<file path="src/rtl/dnn_result_pkg.sv">
// Shared types and helpers for the DNN result sink: FSM states, result record and argmax.
package dnn_result_pkg;

   localparam int unsigned PkgBitSize = 4;
   localparam int unsigned PkgNumOut  = 2;

   function automatic int unsigned class_width(input int unsigned num_out);
      return (num_out > 1) ? $clog2(num_out) : 1;
   endfunction

   function automatic int unsigned result_width(input int unsigned bit_size,
                                                input int unsigned num_out);
      return class_width(num_out) + bit_size;
   endfunction

   localparam int unsigned PkgClassW = class_width(PkgNumOut);

   typedef enum logic [1:0] {StCollect, StDrain, StFinished} sink_state_t;

   typedef logic [PkgNumOut-1:0][PkgBitSize-1:0] score_vec_t;

   typedef struct packed {
      logic [PkgClassW-1:0]  cls;
      logic [PkgBitSize-1:0] score;
   } result_t;

   // Strict '>' so the lowest lane index wins a tie.
   function automatic result_t argmax(input score_vec_t vec);
      result_t best;
      best.cls   = '0;
      best.score = vec[0];
      for (int unsigned i = 1; i < PkgNumOut; i++) begin
         if ($signed(vec[i]) > $signed(best.score)) begin
            best.cls   = PkgClassW'(i);
            best.score = vec[i];
         end
      end
      return best;
   endfunction

endpackage

</file>
<file path="src/rtl/result_fifo.sv">
// Synchronous show-ahead FIFO; a push into a full FIFO succeeds only alongside a pop.
module result_fifo
   import dnn_result_pkg::*;
#(
   parameter int unsigned Width = 5,
   parameter int unsigned Depth = 4
) (
   input  logic             clk,
   input  logic             res_n,
   input  logic             clear,
   input  logic             push,
   input  logic             pop,
   input  logic [Width-1:0] wdata,
   output logic [Width-1:0] rdata,
   output logic             full,
   output logic             empty
);

   localparam int unsigned AW = $clog2(Depth);

   logic [Width-1:0] mem [Depth];
   logic [AW:0]      wptr;
   logic [AW:0]      rptr;
   logic             do_push;
   logic             do_pop;

   assign empty   = (wptr == rptr);
   assign full    = (wptr[AW] != rptr[AW]) && (wptr[AW-1:0] == rptr[AW-1:0]);
   assign do_pop  = pop && !empty && !clear;
   assign do_push = push && (!full || do_pop) && !clear;
   assign rdata   = empty ? '0 : mem[rptr[AW-1:0]];

   always_ff @(posedge clk or negedge res_n) begin
      if (!res_n) begin
         wptr <= '0;
         rptr <= '0;
      end else if (clear) begin
         wptr <= '0;
         rptr <= '0;
      end else begin
         if (do_push) wptr <= wptr + 1'b1;
         if (do_pop)  rptr <= rptr + 1'b1;
      end
   end

   always_ff @(posedge clk) begin
      if (do_push) mem[wptr[AW-1:0]] <= wdata;
   end

endmodule

</file>
<file path="src/rtl/dnn_result_sink.sv">
// Reduces DNN score vectors to (class, score), buffers them and tracks end-of-stream.
module dnn_result_sink
   import dnn_result_pkg::*;
#(
   parameter int unsigned BitSize    = PkgBitSize,
   parameter int unsigned NumOut     = PkgNumOut,
   parameter int unsigned Depth      = 4,
   parameter int unsigned CountWidth = 8
) (
   input  logic                              clk,
   input  logic                              res_n,
   input  logic                              in_clear,
   input  logic                              in_valid,
   input  logic [NumOut-1:0][BitSize-1:0]    in_data,
   input  logic                              in_done,
   input  logic                              out_ready,
   output logic                              out_valid,
   output logic [$clog2(NumOut)-1:0]         out_class,
   output logic [BitSize-1:0]                out_score,
   output logic                              out_done,
   output logic [CountWidth-1:0]             out_count,
   output logic [CountWidth-1:0]             out_drop
);

   localparam int unsigned ResW = result_width(BitSize, NumOut);

   sink_state_t     state;
   logic            s1_valid;
   result_t         s1_res;
   result_t         head;
   logic [ResW-1:0] fifo_rdata;
   logic            full;
   logic            empty;
   logic            accept;
   logic            pop_req;
   logic            push_ok;

   assign accept  = in_valid && (state != StFinished) && !in_clear;
   assign pop_req = !empty && out_ready;
   assign push_ok = s1_valid && (!full || pop_req);

   always_ff @(posedge clk or negedge res_n) begin
      if (!res_n) begin
         s1_valid <= 1'b0;
         s1_res   <= '0;
      end else if (in_clear) begin
         s1_valid <= 1'b0;
      end else begin
         s1_valid <= accept;
         if (accept) s1_res <= argmax(in_data);
      end
   end

   result_fifo #(
      .Width (ResW),
      .Depth (Depth)
   ) u_fifo (
      .clk   (clk),
      .res_n (res_n),
      .clear (in_clear),
      .push  (s1_valid),
      .pop   (pop_req),
      .wdata (ResW'(s1_res)),
      .rdata (fifo_rdata),
      .full  (full),
      .empty (empty)
   );

   always_ff @(posedge clk or negedge res_n) begin
      if (!res_n) begin
         out_count <= '0;
         out_drop  <= '0;
      end else if (in_clear) begin
         out_count <= '0;
         out_drop  <= '0;
      end else if (s1_valid) begin
         if (push_ok) begin
            if (out_count != '1) out_count <= out_count + 1'b1;
         end else if (out_drop != '1) begin
            out_drop <= out_drop + 1'b1;
         end
      end
   end

   always_ff @(posedge clk or negedge res_n) begin
      if (!res_n) begin
         state    <= StCollect;
         out_done <= 1'b0;
      end else if (in_clear) begin
         state    <= StCollect;
         out_done <= 1'b0;
      end else begin
         unique case (state)
            StCollect: if (in_done) state <= StDrain;
            StDrain: begin
               if (!s1_valid && empty) begin
                  state    <= StFinished;
                  out_done <= 1'b1;
               end
            end
            StFinished: out_done <= 1'b1;
            default:    state    <= StCollect;
         endcase
      end
   end

   assign head      = result_t'(fifo_rdata);
   assign out_valid = !empty;
   assign out_class = head.cls;
   assign out_score = head.score;

endmodule

</file>
<file path="config.mk">
export PLATFORM = sky130hd
export DESIGN_NAME = dnn_result_sink
export DESIGN_NICKNAME = d
export VERILOG_FILES = /design/src/rtl/dnn_result_pkg.sv /design/src/rtl/result_fifo.sv /design/src/rtl/dnn_result_sink.sv
export SDC_FILE = /design/constraint.sdc
export NUM_CORES = 1
export LEC_CHECK = 0
export ABC_AREA = 0
export ABC_CLOCK_PERIOD_IN_PS = 3300
export CORE_MARGIN = 5
export CORE_UTILIZATION = 50
export DETAILED_ROUTE_END_ITERATION = 6
export PLACE_DENSITY_LB_ADDON = 0.2
export SKIP_LAST_GASP = 1
export SYNTH_ARGS = -nofsm -noshare
export SYNTH_HDL_FRONTEND = slang
export SYNTH_HIERARCHICAL = 1
export SYNTH_SLANG_ARGS = --single-unit
</file>
<file path="constraint.sdc">
create_clock -name clk -period 3.3 [get_ports clk]
set_clock_uncertainty 0.15 [all_clocks]
set_input_delay 0.495 -clock clk [delete_from_list [all_inputs] [get_ports clk]]
set_output_delay 0.495 -clock clk [all_outputs]
set_load 0.01 [all_outputs]
</file>
# Word-level counts from Yosys, hierarchy flattened
# Memory sizes are Yosys's and may differ from the RTL's.
# Cells that the tools add are included.
[word_totals]
input_bits = 14
n_memories = 1
reg_bits = 31
mem_bits_rw = 20
elab_cells = 81
[mem_list]
columns = ["name", "words", "width", "read_ports", "rd_clocked_by_memory_dff", "write_ports", "line", "text"]
rows = [
  ["u_fifo.mem", 4, 5, 1, 0, 1, "result_fifo.sv:21", "logic [Width-1:0] mem [Depth];"],
]
[classes]
n_bitwise = 1
mux = 24
addsub = 4
magnitude_cmp = 1
eq_ne = 12
n_reduce_logical = 29
[ops]
columns = ["cell", "count"]
rows = [
  ["$mux 8", 8],
  ["$add 8x1->8 const B", 2],
  ["$ne 8x8->1 const B", 2],
  ["$mux 3", 4],
  ["$reduce_bool 2->1", 6],
  ["$logic_and 1x1->1", 10],
  ["$mux 5", 2],
  ["$reduce_and 3->1", 3],
  ["$add 3x1->3 const B", 2],
  ["$mux 2", 3],
  ["$ne 2x2->1 const B", 3],
  ["$ne 3x3->1 const B", 2],
  ["$pmux 2 s3", 1],
  ["$mux 1", 5],
  ["$gt 4x4->1", 1],
  ["$logic_not 1->1", 4],
  ["$reduce_and 2->1", 2],
  ["$eq 3x3->1", 1],
  ["$reduce_bool 3->1", 1],
  ["$eq 2x1->1 const B", 1],
  ["$eq 2x2->1", 1],
  ["$eq 2x2->1 const B", 1],
  ["$logic_not 2->1", 1],
  ["$logic_or 1x1->1", 2],
  ["3 further kinds", 3],
]

# Logic depth before layout (Yosys ltp)
[depth]
word_depth = 10
ltp_mapped = 10
depth_no_buf = 7

# By module
# Netlist, hierarchy kept.
[modules_own_cells]
columns = ["mod", "cells_per_inst", "area_per_inst_um2", "instances"]
rows = [
  ["dnn_result_sink", 153, 1397.6, 1],
  ["result_fifo", 87, 1260.0, 1],
]

# Worst setup path after synthesis
# Ideal clock, no wire load.
[synth_path]
kind = "register to register"
start = "reg u_fifo.rptr[0]"
end = "reg out_drop[4]"
setup_time_ns = 0.078
n_path_buf = 3
arrival_ns = 2.268
path_stages_with_launch = 11
slack_ns = 0.804
path_cell_list = "dfrtp_1 -> buf_2 -> xnor2_1 -> nand3_1 -> inv_1 -> nor2b_1 -> buf_6 -> or2_1 -> buf_2 -> or4_1 -> a21oi_1"
[synth_via]
elab_chain_len = 7
elab_cells_between_ends = 10
[synth_lines]
columns = ["item", "line", "text"]
rows = [
  ["start: declaration", "result_fifo.sv:23", "logic [AW:0] rptr;"],
  ["start signal: assignment", "result_fifo.sv:42", "if (do_pop) rptr <= rptr + 1'b1;"],
  ["$eq 3x3->1", "result_fifo.sv:27", "assign empty = (wptr == rptr);"],
  ["via empty", "dnn_result_sink.sv:33", "logic empty;"],
  ["$logic_not 1->1", "dnn_result_sink.sv:39", "assign pop_req = !empty && out_ready;"],
  ["$logic_and 1x1->1", "dnn_result_sink.sv:39", ""],
  ["via pop_req", "dnn_result_sink.sv:35", "logic pop_req;"],
  ["$logic_or 1x1->1", "dnn_result_sink.sv:40", "assign push_ok = s1_valid && (!full || pop_req);"],
  ["$logic_and 1x1->1", "dnn_result_sink.sv:40", ""],
  ["$ne 2x2->1 (no line)", "--", ""],
  ["$reduce_and 3->1 (no line)", "--", ""],
  ["end signal: assignment", "dnn_result_sink.sv:80", "out_drop <= out_drop + 1'b1;"],
  ["end: declaration", "dnn_result_sink.sv:22", "output logic [CountWidth-1:0] out_drop"],
]
# The timed path passes the listed nets, and every way through them passes these cells.
# A chain may end at the register's enable or synchronous reset.

# Final worst setup path
[layout_path]
start = "reg u_fifo.rptr[1]"
end = "reg out_count[7]"
[layout_via]
elab_chain_len = 7
elab_cells_between_ends = 10
[layout_lines]
columns = ["item", "line", "text"]
rows = [
  ["$eq 3x3->1", "result_fifo.sv:27", ""],
  ["via empty", "dnn_result_sink.sv:33", ""],
  ["$logic_not 1->1", "dnn_result_sink.sv:39", ""],
  ["$logic_and 1x1->1", "dnn_result_sink.sv:39", ""],
  ["$logic_or 1x1->1", "dnn_result_sink.sv:40", ""],
  ["$logic_and 1x1->1", "dnn_result_sink.sv:40", ""],
  ["$reduce_bool 2->1 (no line)", "--", ""],
  ["$reduce_and 3->1 (no line)", "--", ""],
  ["end signal: assignment", "dnn_result_sink.sv:78", "if (out_count != '1) out_count <= out_count + 1'b1;"],
  ["end: declaration", "dnn_result_sink.sv:21", "output logic [CountWidth-1:0] out_count,"],
]
# The timed path passes the listed nets, and every way through them passes these cells.

==> impl_metrics.py <==
metrics = {
    "finish": {
        "diodes": 0,
        "fillCellCount": 427,
        "drive_above_1_share_pct": 7.50,
        "final-seq-area_um2": 1380,
        "nets": 304,
        "area_growth_pct": 21.7,
        "multi_input_area_um2": 1190,
    },
    "placed_design": {
        "port_buffers": 36,
        "place_congestion": 0.738,
        "dpl.hpwl_um": 3610,
    },
    "logic_synthesis": {
        "synth_cells": 240,
        "yosys.area_share.simple_pct": 18.5,
        "synth.most_common_cell": "dfrtp_1",
        "netlist_top_cells_count": "31 x dfrtp_1, 20 x edfxtp_1, 20 x nor2_1, 14 x a21oi_1, 13 x o21ai_0",
        "synth-edff-count": 20,
        "syn-num-nets": 265,
        "avgSynthCellArea_um2": 11.1,
        "synthTopCellsByArea": "dfrtp_1 29%, edfxtp_1 23%, ha_1 5.2%",
        "synth_top_family_by_area": "simple AND/OR/NAND/NOR gates",
        "synth_seq_cells": 51,
        "async_reset_ff_share_pct": 60.8,
        "ys_seq_area_share_pct": 51.8,
        "synth.distinct_cells": 41,
        "synth_top_area_share_pct": 29.2,
        "synthFlopType": "dfrtp_1",
        "syn-cell-area_um2": 2660,
        "synth_compound_area_share_pct": 11.0,
        "ys_warn_count": 6,
        "synthXorXnorAreaFrac_pct": 1.98,
        "synthAdderAreaFrac_pct": 5.18,
        "synth_mux_area_share_pct": 8.29,
        "yosysTopAreaCell": "dfrtp_1",
    },
    "pwr": {
        "leakage_nw": 1.26,
        "p_sw_mw": 0.318,
        "seqPwrFrac_pct": 52.0,
        "power_mw": 1.41,
        "clock_power_share_pct": 35.9,
        "intPower_mw": 1.09,
        "ir_drop_mv": 0.298,
        "p_per_area_nw_per_um2": 435,
        "p_comb_share_pct": 12.0,
        "swShare_pct": 22.6,
    },
    "clock_network": {
        "cts_tree": "built",
        "clock_path_buffers": 2,
        "clock_latency_ps": 300,
        "cts_buffers": 5,
        "cts_hold_buf": 0,
        "postCtsResizedCells": 0,
        "clk_pin_slew_ps": 100,
        "clkSinkCount": 51,
        "htree_levels": 2,
        "postCtsSetupBuffers": 0,
        "root_buffer": "clkbuf_8",
    },
    "grt": {
        "grt_usage_pct": 15.6,
        "antenna_found_initial": 0,
        "grt_pass1_wl_um": 8850,
        "overflow": 0,
        "grt_max_degree": 37,
        "grt_pass1_vias": 1871,
    },
    "sta": {
        "worstMarginPinSlew_ps": 600,
        "finalCritPeriodShare_pct": 88.1,
        "fmax_ghz": 0.344,
        "setup_viol": 0,
        "hold_viol_final": 0,
        "layout_min_cycle_time_ps": 2910,
        "maxSlewViolCount": 0,
        "slew_headroom_pct": 59.9,
        "rsz0062_at_grt": "false",
        "fin_tns_setup_ps": 0,
    },
    "route": {
        "drc": 0,
        "totalWireLength_um": 5000,
        "drt_iter0_drc": 122,
        "ant_nets": 0,
        "vias_per_cell": 5.51,
        "wl_per_cell_um": 14.3,
        "dr.pass1.iters": 4,
        "num_vias": 1929,
    },
    "die": {
        "fp-row-count": 26,
        "io_pins": 37,
        "dieHeight_um": 82.9,
        "fp.dieW_um": 82.9,
        "initial_core_util_pct": 51.7,
        "die_area_um2": 6870,
        "core-area_um2": 5140,
    },
    "setup_path": {
        "crit_slowest_cell": "dfrtp_1",
        "crit_fanout": 10,
        "path_class": "flip-flop to flip-flop",
        "start_kind": "flip-flop",
        "cp-end-kind": "flip-flop",
        "critPathArrivalTime_ps": 2990,
        "cp.required_ps": 3380,
        "crit_chain": "xnor2_1, nand3_1, inv_1, nor2b_1, o211ai_1, or4_1, a21oi_1",
        "slowest_delay_ps": 570,
    },
    "outcome": {
        "outcome": "completed",
    },
    "worst_hold_path": {
        "hp-class": "flip-flop to flip-flop",
    },
    "job": {
        "cap_viol_max_count": 0,
    },
}
registers in the layout (all words and copies together) (netlist names):
signal	cells
u_fifo/mem	20
u_fifo/rptr	3
s1_res	5
u_fifo/wptr	3
out_drop	8
state	2
out_done	1
s1_valid	1
out_count	8
power groups by stage:
stage / combinational [mW] / clock [mW] / sequential (mW)
6_report: 0.169 / 0.505 / 0.732
5_1_grt: 0.192 / 0.545 / 0.739
4_1_cts: 0.171 / 0.520 / 0.732
3_5_place_dp: 0.170 / 0 / 0.745
3_3_place_gp: 0.169 / 0 / 0.743
2_1_floorplan: 0.100 / 0 / 0.737
cell usage in the layout (no fill, tap or decap), drive strengths merged, types with 2 or more instances in the layout:
| master | synthesis | routed |
|---|---|---|
| a211o | 2 | 2 |
| nor2b | 8 | 8 |
| o21ai | 13 | 13 |
| bufinv | 0 | 2 |
| nor3 | 7 | 7 |
| mux4 | 5 | 5 |
| nand2b | 8 | 8 |
| nor4 | 2 | 2 |
| o31ai | 5 | 5 |
| ha | 11 | 11 |
| nor2 | 20 | 20 |
| clkdlybuf4s50 | 0 | 36 |
| and2 | 9 | 9 |
| a21oi | 14 | 14 |
| xnor2 | 3 | 3 |
| clkbuf | 4 | 5 |
| a31oi | 4 | 4 |
| xor2 | 3 | 3 |
| mux2i | 4 | 4 |
| nand4 | 3 | 3 |
| nand2 | 9 | 9 |
| or3 | 8 | 8 |
| buf | 5 | 5 |
| inv | 11 | 11 |
| edfxtp | 20 | 20 |
| mux2 | 6 | 6 |
| nand3 | 5 | 5 |
| or4 | 5 | 5 |
| o211ai | 3 | 3 |
| dfrtp | 31 | 31 |
| a41oi | 2 | 2 |
worst max-delay path, delay by kind of cell (launching register included):
family | cells | cell delay (ps)
AOI/OAI and AO/OA | 2 | 510
xor gates and xnor gates | 1 | 200
buffers and inverters | 1 | 110
DFF | 1 | 570
and+or+nand+nor | 3 | 1310
layout make-up:
cell class,count,share of cell area (%)
clock buffers,5,2.13
clock inverters,3,2.09
inverters,11,1.28
multi-input cells,169,36.9
flip-flops and latches,51,42.6
well taps,70,2.71
repair buffers,41,12.3
final timing paths:
| kind | from | to | slack, ps | depth (start not counted) |
|---|---|---|---|---|
| min in group asynchronous | res_n | out_count[7] | 440 | 2 |
| max in group asynchronous | res_n | out_drop[5] | 2260 | 2 |
| hold / removal | state[1] | state[0] | 310 | 1 |
| setup / recovery | u_fifo/rptr[1] | out_count[7] | 390 | 7 |
| hold reg to reg | state[1] | state[0] | 310 | 1 |
| setup reg to reg | u_fifo/rptr[1] | out_count[7] | 390 | 7 |
through the flow:
step	hold WS, ps	instances	util (%)	worst slack (ps)	cell area [um2]
2_1_floorplan	49.4	240	-	804	2660
3_3_place_gp	283	342	60.2	543	3100
3_5_place_dp	295	342	60.2	439	3100
4_1_cts	314	350	62.9	406	3230
5_1_grt	345	350	62.9	110	3230
6_report	315	350	62.9	392	3230
cell families (layout without fill, tap and decap cells):
kind of cell | Yosys count | after routing
flip-flops | 51 | 51
XOR/XNOR | 6 | 6
multiplexers | 15 | 15
AND/OR/NAND/NOR | 90 | 90
buffers and inverters | 20 | 60
adder cells (fa/ha/maj) | 11 | 11
AO/OA/AOI/OAI | 47 | 47
layer usage:
layer / GRT usage [%] / vias to the layer above / part of all wire [%]
li1: - / 956 / -
met1: 22.3 / 929 / 49
met2: 23.7 / 42 / 47
met3: 3.56 / 2 / 4.1
met4: 4.75 / 0 / 0.54
met5: 0 / - / 0
Power figures use the tool's default switching activity.
